**src/rtl/rf_xpr_t.sv**
```systemverilog
// 32x32 general-purpose register file: x0 reads zero, two registered read ports, write-through bypass, pending-write scoreboard.
// Reads take 1 cycle (Q after the edge) and BUSY is combinational; there is no backpressure, so decode gates RE and issue on BUSY.
module rf_xpr_t (
    input  logic        CLK,
    input  logic        RST,
    input  logic [31:0] rf_xpr_wrt0_D,
    input  logic [4:0]  rf_xpr_wrt0_WA,
    input  logic        rf_xpr_wrt0_WE,
    input  logic [4:0]  rf_xpr_rd0_RA,
    input  logic        rf_xpr_rd0_RE,
    output logic [31:0] rf_xpr_rd0_Q,
    output logic        rf_xpr_rd0_BUSY,
    input  logic [4:0]  rf_xpr_rd1_RA,
    input  logic        rf_xpr_rd1_RE,
    output logic [31:0] rf_xpr_rd1_Q,
    output logic        rf_xpr_rd1_BUSY,
    input  logic [4:0]  sb_set_WA,
    input  logic        sb_set_WE
);

    logic [31:0] regs [1:31];
    logic [31:1] pend;
    logic [31:1] pend_nxt;

    logic        wr_en;
    logic        set_en;
    logic        wr_hit0;
    logic        wr_hit1;
    logic [31:0] rd0_val;
    logic [31:0] rd1_val;

    assign wr_en   = rf_xpr_wrt0_WE && (rf_xpr_wrt0_WA != 5'd0);
    assign set_en  = sb_set_WE && (sb_set_WA != 5'd0);
    assign wr_hit0 = wr_en && (rf_xpr_wrt0_WA == rf_xpr_rd0_RA);
    assign wr_hit1 = wr_en && (rf_xpr_wrt0_WA == rf_xpr_rd1_RA);

    // A write-back this cycle forwards its data and releases the stall at once.
    always_comb begin
        rd0_val = 32'd0;
        if (rf_xpr_rd0_RA != 5'd0) begin
            rd0_val = wr_hit0 ? rf_xpr_wrt0_D : regs[rf_xpr_rd0_RA];
        end
    end

    always_comb begin
        rd1_val = 32'd0;
        if (rf_xpr_rd1_RA != 5'd0) begin
            rd1_val = wr_hit1 ? rf_xpr_wrt0_D : regs[rf_xpr_rd1_RA];
        end
    end

    assign rf_xpr_rd0_BUSY = (rf_xpr_rd0_RA != 5'd0) && pend[rf_xpr_rd0_RA] && !wr_hit0;
    assign rf_xpr_rd1_BUSY = (rf_xpr_rd1_RA != 5'd0) && pend[rf_xpr_rd1_RA] && !wr_hit1;

    // Set is applied after clear: a new producer issuing wins over the retiring one.
    always_comb begin
        pend_nxt = pend;
        if (wr_en) begin
            pend_nxt[rf_xpr_wrt0_WA] = 1'b0;
        end
        if (set_en) begin
            pend_nxt[sb_set_WA] = 1'b1;
        end
    end

    always_ff @(posedge CLK or posedge RST) begin
        if (RST) begin
            for (int i = 1; i < 32; i++) begin
                regs[i] <= 32'd0;
            end
        end else if (wr_en) begin
            regs[rf_xpr_wrt0_WA] <= rf_xpr_wrt0_D;
        end
    end

    always_ff @(posedge CLK or posedge RST) begin
        if (RST) begin
            pend         <= '0;
            rf_xpr_rd0_Q <= 32'd0;
            rf_xpr_rd1_Q <= 32'd0;
        end else begin
            pend <= pend_nxt;
            if (rf_xpr_rd0_RE) begin
                rf_xpr_rd0_Q <= rd0_val;
            end
            if (rf_xpr_rd1_RE) begin
                rf_xpr_rd1_Q <= rd1_val;
            end
        end
    end

endmodule

```
**config.mk**
```make
export PLATFORM = sky130hd
export DESIGN_NAME = rf_xpr_t
export DESIGN_NICKNAME = d
export VERILOG_FILES = /design/src/rtl/rf_xpr_t.sv
export SDC_FILE = /design/constraint.sdc
export NUM_CORES = 2
export LEC_CHECK = 0
export CELL_PAD_IN_SITES_DETAIL_PLACEMENT = 1
export CELL_PAD_IN_SITES_GLOBAL_PLACEMENT = 2
export CORE_UTILIZATION = 49
export DETAILED_ROUTE_END_ITERATION = 7
export PLACE_DENSITY = 0.89
export RECOVER_POWER = 25
export SYNTH_ARGS = -nofsm -noshare
export SYNTH_HDL_FRONTEND = slang
export SYNTH_SLANG_ARGS = --single-unit
```
**constraint.sdc**
```tcl
create_clock -name CLK -period 70.2 [get_ports CLK]
set_input_delay 7.02 -clock CLK [delete_from_list [all_inputs] [get_ports CLK]]
set_output_delay 7.02 -clock CLK [all_outputs]
set_load 0.05 [all_outputs]
```
# After elaboration in Yosys (flattened, before gate mapping)
# Cells that the tools add are included.
# W data, S select, Z words.
# word_totals
reg_bits	1087
# classes
reduce_logical	17
n_bitwise	6
n_eq_ne	2
mux	23
magnitude_cmp	10
# op_table
cell	count
$bwmux W992	1
$bmux W32 S5	2
$mux W32	9
$demux W32 S5	1
$mux W31	2
$and A31 B31 Y31	1
$not A31 Y31	1
$or A31 B31 Y31	1
$lt A5 B6 Y1 const B	4
$reduce_bool A5 Y1	4
$ge A6 B6 Y1 const B	3
$not A5 Y6	3
$logic_and A1 B1 Y1	11
$bmux W1 S5	2
$demux W1 S5	2
$eq A5 B5 Y1	2
$ge A5 B1 Y1 const B	2
$lt A6 B1 Y1 const B	1
$mux W1	4
$logic_not A1 Y1	2

# Longest topological paths before layout
# depth
depth_word	9
depth_mapped	10
mapped_depth_nobuf	5

# Least setup slack after synthesis
# Ideal clock, no wire load.
# synth_timing
path_type	in2out
start	input rf_xpr_wrt0_WA[2]
end	output rf_xpr_rd1_BUSY
path_slack_ns	53.962
arrival_ns	9.218
cell_stages	6
cell_sequence	nor3_2 -> a21bo_2 -> or3_1 -> clkbuf_1 -> clkbuf_1 -> a21boi_0
# synth_between
elab_chain_cells	5
elab_cells_between_ends	6
# synth_rtl
item	line_no	rtl
from (decl)	7	input logic [4:0] rf_xpr_wrt0_WA,
$reduce_bool A5 Y1	32	assign wr_en = rf_xpr_wrt0_WE && (rf_xpr_wrt0_WA != 5'd0);
$logic_and A1 B1 Y1	32	
$logic_and A1 B1 Y1 *	35	assign wr_hit1 = wr_en && (rf_xpr_wrt0_WA == rf_xpr_rd1_RA);
$logic_not A1 Y1 *	53	assign rf_xpr_rd1_BUSY = (rf_xpr_rd1_RA != 5'd0) && pend[rf_xpr_rd1_RA] && !wr_hit1;
$logic_and A1 B1 Y1 *	53	
to (decl)	16	output logic rf_xpr_rd1_BUSY,
# Every way passes the cells marked *; elsewhere a longest branch is shown, timed or not.

# Final worst setup path
# layout_timing
start	input rf_xpr_rd0_RA[3]
end	output rf_xpr_rd0_BUSY
# layout_between
elab_chain_cells	4
elab_cells_between_ends	8
# layout_rtl
item	line_no	rtl
from (decl)	9	input logic [4:0] rf_xpr_rd0_RA,
$bmux W1 S5 or $eq A5 B5 Y1 (tied branches)	52, 34	
$mux W1 (implied by the code) or $logic_and A1 B1 Y1 (tied branches)	52, 34	
$logic_and A1 B1 Y1 or $logic_not A1 Y1 (tied branches)	52	assign rf_xpr_rd0_BUSY = (rf_xpr_rd0_RA != 5'd0) && pend[rf_xpr_rd0_RA] && !wr_hit0;
$logic_and A1 B1 Y1 *	52	
to (decl)	12	output logic rf_xpr_rd0_BUSY,
# Every way passes the cells marked *; elsewhere a longest branch is shown, timed or not. The select of a mux whose other input is x is not followed.

==> results.sh <==
export IMPL_status="finished with violations"
export IMPL_violations="max-capacitance violations, max-slew violations"
export IMPL_worst_pin_slew_ps=5864
export IMPL_synth_top_cell_area_share_pct=46.59
export IMPL_path_cells="clkdlybuf4s50_1 -> inv_2 -> buf_4 -> mux4_2 -> mux2i_1 -> nor2_1 -> clkdlybuf4s50_1"
export IMPL_finalPower_mw=1.888
export IMPL_start_kind="input pin"
export IMPL_hold_violations=0
export IMPL_die_area_sq_um=120500
export IMPL_crit_top_cell="clkdlybuf4s50_1"
export IMPL_synth_nets=4304
export IMPL_post_cts_buffers=0
export IMPL_numPortBuffers=123
export IMPL_synth_edf_count=0
export IMPL_ctsHoldBuffers=0
export IMPL_cp_slowest_cell="clkdlybuf4s50_1"
export IMPL_critPathMaxFanout=23
export IMPL_totalWireLength_um=210600
export IMPL_relSlewSlack_pct=-293.1
export IMPL_fp_coreArea_sq_um=118100
export IMPL_synth_distinct_cells=57
export IMPL_grt_pass1_wl_um=308500
export IMPL_endpoint_kind="output port"
export IMPL_synth_ff_type="dfrtp_1"
export IMPL_leakage_nw=27.63
export IMPL_clk_insertion_delay_late_ps=730
export IMPL_clk_pin_slew_ps=60
export IMPL_p_per_area_nw_per_um2=29.40
export IMPL_cp_arrival_ps=10600
export IMPL_drc_errors=0
export IMPL_fin_skew_ps=24.14
export IMPL_cts_root_buf="clkbuf_16"
export IMPL_max_freq_mhz=56.76
export IMPL_setup_viol=0
export IMPL_layout_common_cells="mux2_2, dfrtp_1, mux4_2"
export IMPL_first_iter_violations=4265
export IMPL_crit_family="buffers and inverters"
export IMPL_async_reset_ff_share_pct=100.0
export IMPL_drive_above_1_share_pct=45.02
export IMPL_rsz0062_at_grt="no"
export IMPL_synth_area_sq_um=58380
export IMPL_path_class="input pin to output port"
export IMPL_cp_required_ps=63180
export IMPL_first_pass_iters=5
export IMPL_dieWidth_um=347.2
export IMPL_clock_sinks=1087
export IMPL_yosysWarnings=0
export IMPL_final_common_cell="mux2_2"
export IMPL_period_minus_slack_ps=17620
export IMPL_hold_path_class="flop to flop"
export IMPL_yosysTopAreaCell="dfrtp_1"
export IMPL_rows=126
export IMPL_max_cap_viol_count=13
export IMPL_vias=40964
export IMPL_path_buf_inv=4
export IMPL_wire_per_inst_um=36.31
export IMPL_cts_buffers=116
export IMPL_gp_congestion=0.8863
export IMPL_io_pins=124
export IMPL_cts_repair_resized=0
export IMPL_grt_pass1_vias=43222
export IMPL_ys_seq_area_share_pct=46.59
export IMPL_overflow=0
export IMPL_grt_usage_pct=35.02
export IMPL_viasPerCell=7.064
export IMPL_htreeDepth=3
export IMPL_drtAntennaViolNets=0
export IMPL_start_util_pct=49.44
export IMPL_cts_tree="yes"
export IMPL_final_setup_tns_ps=0
export IMPL_timing_final_crit_share_pct=25.10
export IMPL_fin_nets=4225
export IMPL_syn_inst=4246
export IMPL_clockBufferDepth=3
export IMPL_finalMaxSlewViolations=451
export IMPL_ir_worst_vdd_v=0.00002003
export IMPL_ys_ff_latch=1087
export IMPL_synth_area_leaders="dfrtp_1, mux2_2, mux4_2"
export IMPL_avgSynthCellArea_sq_um=13.75
export IMPL_max_stage_delay_ps=890
export IMPL_area_growth_pct=9.989
export IMPL_hpwl_um=123700
export IMPL_die_y_um=347.2
export IMPL_antenna_found_initial=11
export IMPL_grt_max_degree=165
==> layer usage <==
| layer | part of all wire [%] | up-vias | track usage (%) |
|---|---|---|---|
| met5 | 0.047 | - | 0 |
| met4 | 5.5 | 14 | 17.24 |
| met3 | 9.6 | 596 | 8.400 |
| met2 | 45 | 2120 | 52.53 |
| met1 | 40 | 22193 | 47.73 |
| li1 | - | 16041 | - |
==> Yosys cell counts (3+ instances only) <==
cell type	number
or3_1	3
dfrtp_1	1087
buf_1	33
a311oi_1	16
and3_1	16
a22oi_1	34
nand2_1	87
a2bb2oi_1	15
a32oi_1	10
buf_2	157
a22o_1	34
o221ai_1	17
nor2_1	96
nor3_1	73
inv_1	6
a21oi_1	56
a211oi_1	39
buf_6	15
or2_2	3
nand3_1	8
nor3b_1	5
o21ai_1	5
nand4_1	16
a221oi_1	63
o22ai_1	85
and2_1	3
mux2i_1	132
nand2b_1	46
mux2_2	1256
o211ai_1	9
nand3b_1	8
and3b_1	3
o21ai_0	114
a221o_1	15
xnor2_1	10
nor2b_1	68
a2111oi_0	24
buf_4	54
mux4_2	325
clkbuf_1	179
==> cell type report <==
class | count | area [sq um]
clock inverter | 37 | 447.9
fill | 11176 | 53870
clock buffer | 172 | 3416
sequential | 1087 | 27200
antenna | 5 | 12.51
timing repair buffer | 242 | 2118
inverter | 9 | 35.03
tap | 1536 | 1922
multi-input combinational | 2711 | 29060
==> registers in the layout, summed over array words and instances, names as in the netlist <==
register      count
rf_xpr_rd0_Q     32
regs            992
rf_xpr_rd1_Q     32
pend             31
==> final timing paths <==
path,from,to,slack (ps),cells past startpoint
min reg2reg,regs[410]$_DFFE_PP0P_,regs[410]$_DFFE_PP0P_,520,1
min in group asynchronous,RST,regs[517]$_DFFE_PP0P_,8630,2
max in group asynchronous,RST,regs[916]$_DFFE_PP0P_,54930,6
min,regs[410]$_DFFE_PP0P_,regs[410]$_DFFE_PP0P_,520,1
max reg2reg,regs[140]$_DFFE_PP0P_,rf_xpr_rd0_Q[12]$_DFFE_PP0P_,67820,5
max,rf_xpr_rd0_RA[3],rf_xpr_rd0_BUSY,52580,7
==> cell families after synthesis <==
| kind of cell | after synthesis | synth area share (%) |
|---|---|---|
| mux | 1713 | 39.03 |
| flops | 1087 | 46.59 |
| compound gates | 541 | 6.487 |
| buf+inv | 448 | 3.776 |
| simple gates | 447 | 3.971 |
| xor+xnor | 10 | 0.1500 |
==> through the flow <==
step / instances / setup WS [ps] / cell area (sq um) / util [%] / hold slack [ps]
final: 5799 / 52580 / 64220 / 54.38 / 522.8
after global routing: 5794 / 52640 / 64200 / 54.37 / 536.9
after CTS: 5793 / 52710 / 64330 / 54.48 / 524.9
after detailed placement: 5584 / 52760 / 60460 / 51.20 / 509.5
after global placement: 5584 / 52730 / 60460 / 51.20 / 498.6
after floorplan: 4246 / 32580 / 58380 / - / 462.3
==> power breakdown <==
part	internal (mW)	switching (mW)	leakage (nW)
Sequential	0.748	0.0998	13.9
Clock	0.367	0.268	1.91
Combinational	0.220	0.184	11.8
Total	1.34	0.552	27.6
Power figures use the tool's default switching activity.
==> edit (same settings) <==
Reset style: synchronous (`RST`), changed in 2 clocked blocks.
--- a/src/rtl/rf_xpr_t.sv
+++ b/src/rtl/rf_xpr_t.sv
@@ -63,7 +63,7 @@
         end
     end
 
-    always_ff @(posedge CLK or posedge RST) begin
+    always_ff @(posedge CLK) begin
         if (RST) begin
             for (int i = 1; i < 32; i++) begin
                 regs[i] <= 32'd0;
@@ -73,7 +73,7 @@
         end
     end
 
-    always_ff @(posedge CLK or posedge RST) begin
+    always_ff @(posedge CLK) begin
         if (RST) begin
             pend         <= '0;
             rf_xpr_rd0_Q <= 32'd0;
Check against the original RTL: not settled (the Yosys comparison gave no result); the edit may change what the design does.
==> edit against the original RTL <==
The run still ends with capacitance limit, slew limit left. Area after synthesis increased by 0.75%. Count of clock-buffer cells in the layout increased by 12. Die area increased by 0.75%. Sequential cell count increased by 32. Cell area increased by 2.0%. Power decreased by 12%. Final cell count decreased by 0.76%. Global-route usage increased by 3.3 points. First-iteration DRC count increased by 59%. Clock power increased by 4.7%. Combinational power decreased by 48%. Wire length increased by 10%. Setup slack got worse by 0.059 ns.
==> edit: results (changes against the original RTL) <==
Parameter                              Value

Synthesis
  Main flop type after synthesis ... sky130_fd_sc_hd__edfxtp_1
  Synth cell count leaders ... sky130_fd_sc_hd__edfxtp_1, sky130_fd_sc_hd__and2_1, sky130_fd_sc_hd__mux4_2
  Synth top area cells ... sky130_fd_sc_hd__edfxtp_1, sky130_fd_sc_hd__mux4_2, sky130_fd_sc_hd__and2_1, sky130_fd_sc_hd__dfxtp_1, sky130_fd_sc_hd__mux2i_1
  Synth unique cells ... 71 (+25%)
  Proportion of synthesized chip area in sequential cells ... 0.555 (+0.0892)
  Number of flops mapped to enable cells by yosys ... 1024 (+1024)
  Post-Syn Area per Cell ... 14.6 um2 (+6.5%)
  Async set-reset flop share out of synthesis ... 0 (-1.00)
  Number of warning messages in the yosys log ... 0 (unchanged)

Final layout
  Ratio of cells with drive above 1 in the final layout ... 0.213 (-0.237)
  Largest registers ranked by flip-flop count ... regs x1024, rf_xpr_rd0_Q x32, rf_xpr_rd1_Q x32
  Final net count ... 4104 (-2.9%)

Route
  Via-to-Cell Ratio ... 7.17 (+1.5%)
  Wirelength per Cell ... 40.3 um (+11%)
  First-pass detailed-route iteration total ... 8 (+3)
  Total wire length after detailed routing ... 232000 um (+10%)
  Starting DRC count in detailed routing ... 6783 (+59%)

Setup path
  Data arrival time of the critical path ... 10.66 ns (+0.06 ns)
  Maximum fanout encountered on the critical timing path ... 18 (-22%)
  Delay of the slowest critical-path stage ... roughly 0.88 ns

CTS
  Clock latency on the worst-skew pair ... 0.76 ns (+0.03 ns)
  Cts bufs inserted ... 130 (+12%)
  Clock-pin slew on the worst setup and hold paths ... 0.06 ns (about the same)
  Htree depth ... 4 (+1)

Global route
  Vias in the first global route ... 41915 (-3.0%)
  Wire length of the first global-routing pass ... 322000 um (+4.5%)
  Overall Global Routing Usage ... 0.383 (+0.0328)
  Initial antenna violation count ... 26 (+15)
  Largest net degree at the start of global routing ... 116 (-30%)

Power and ir drop
  Static leakage ... 0.0223 uW (-19%)
  Worst supply voltage drop on vdd ... 0.0000251 V (+25%)
  Switching part of the total power ... 0.261 (-0.0313)

STA
  Worst setup skew after layout ... 0.0299 ns (+0.00576 ns)
  Final slew viol count ... 1273 (+180%)
  Slew at the pin closest to its max-slew limit ... 3.84 ns (-2.02 ns)

Placed design
  Routability cong. ... 0.927 (+4.6%)
  Sum of net half-perimeters after detailed placement ... 140000 um (+13%)
  Number of placed cells counting well taps ... 5514 (-1.3%)

Hold path
  Worst min-delay path category ... reg2reg

Outcome
  Outcome ... finished, violations left
  Failing checks ... capacitance limit, slew limit

Flow run
  Max capacitance violation total ... 37 (+24)
edit: final timing paths:
kind	start	endpoint	slack, ns	depth (start not counted)
min reg2reg	rf_xpr_rd1_Q[20]$_SDFFE_PP0P_	rf_xpr_rd1_Q[20]$_SDFFE_PP0P_	0.50	2
max reg2reg	regs[20][23]$_SDFFCE_PN0P_	rf_xpr_rd1_Q[23]$_SDFFE_PP0P_	67.37	5
min	rf_xpr_rd1_Q[20]$_SDFFE_PP0P_	rf_xpr_rd1_Q[20]$_SDFFE_PP0P_	0.50	2
max	rf_xpr_wrt0_WA[2]	rf_xpr_rd1_BUSY	52.52	7
edit: layout make-up:
cell class	count	area [um2]
Antenna cell	9	22.5
Clock buffer	184	3710
Clock inverter	48	394
Fill cell	11211	53100
Inverter	37	139
Multi-Input combinational cell	2500	24400
Sequential cell	1119	32700
Tap cell	1600	2000
Timing Repair Buffer	258	2130
edit: per-layer routing:
metal  part of all wire  track usage
met1               0.34        0.473
met2               0.44        0.579
met3               0.15        0.142
met4              0.068        0.223
met5            0.00036            0
edit: through the flow:
step	instance area, um2	setup slack (ns)	power [uW]
finish	65500	52.52	1670
global route	65500	52.50	1700
CTS	65600	52.56	1660
detailed placement	61500	52.57	1010
global placement	61500	52.63	999
floorplan	58900	54.08	920
edit: power groups by stage:
stage,sequential (uW),clock (uW),combinational [uW]
after floorplan,803,0,117
after global placement,799,0,200
after detailed placement,803,0,204
after CTS,790,665,205
after global routing,796,688,213
final,793,666,210
edit: cell families after synthesis:
logic type | Yosys count | synth area share
AND/OR/NAND/NOR | 1360 | 0.137
flip-flops | 1119 | 0.555
multiplexers | 636 | 0.213
AO/OA/AOI/OAI | 462 | 0.0558
buffers and inverters | 430 | 0.0380
XOR/XNOR | 10 | 0.00149
other | 1 | 0.0000637
edit: worst register-to-register path: cells and delay by family (launching register included):
kind	cells	cell delay [ns]
simple gates	1	0.28
mux	2	0.98
compound gates	2	1.00
flops	1	0.42
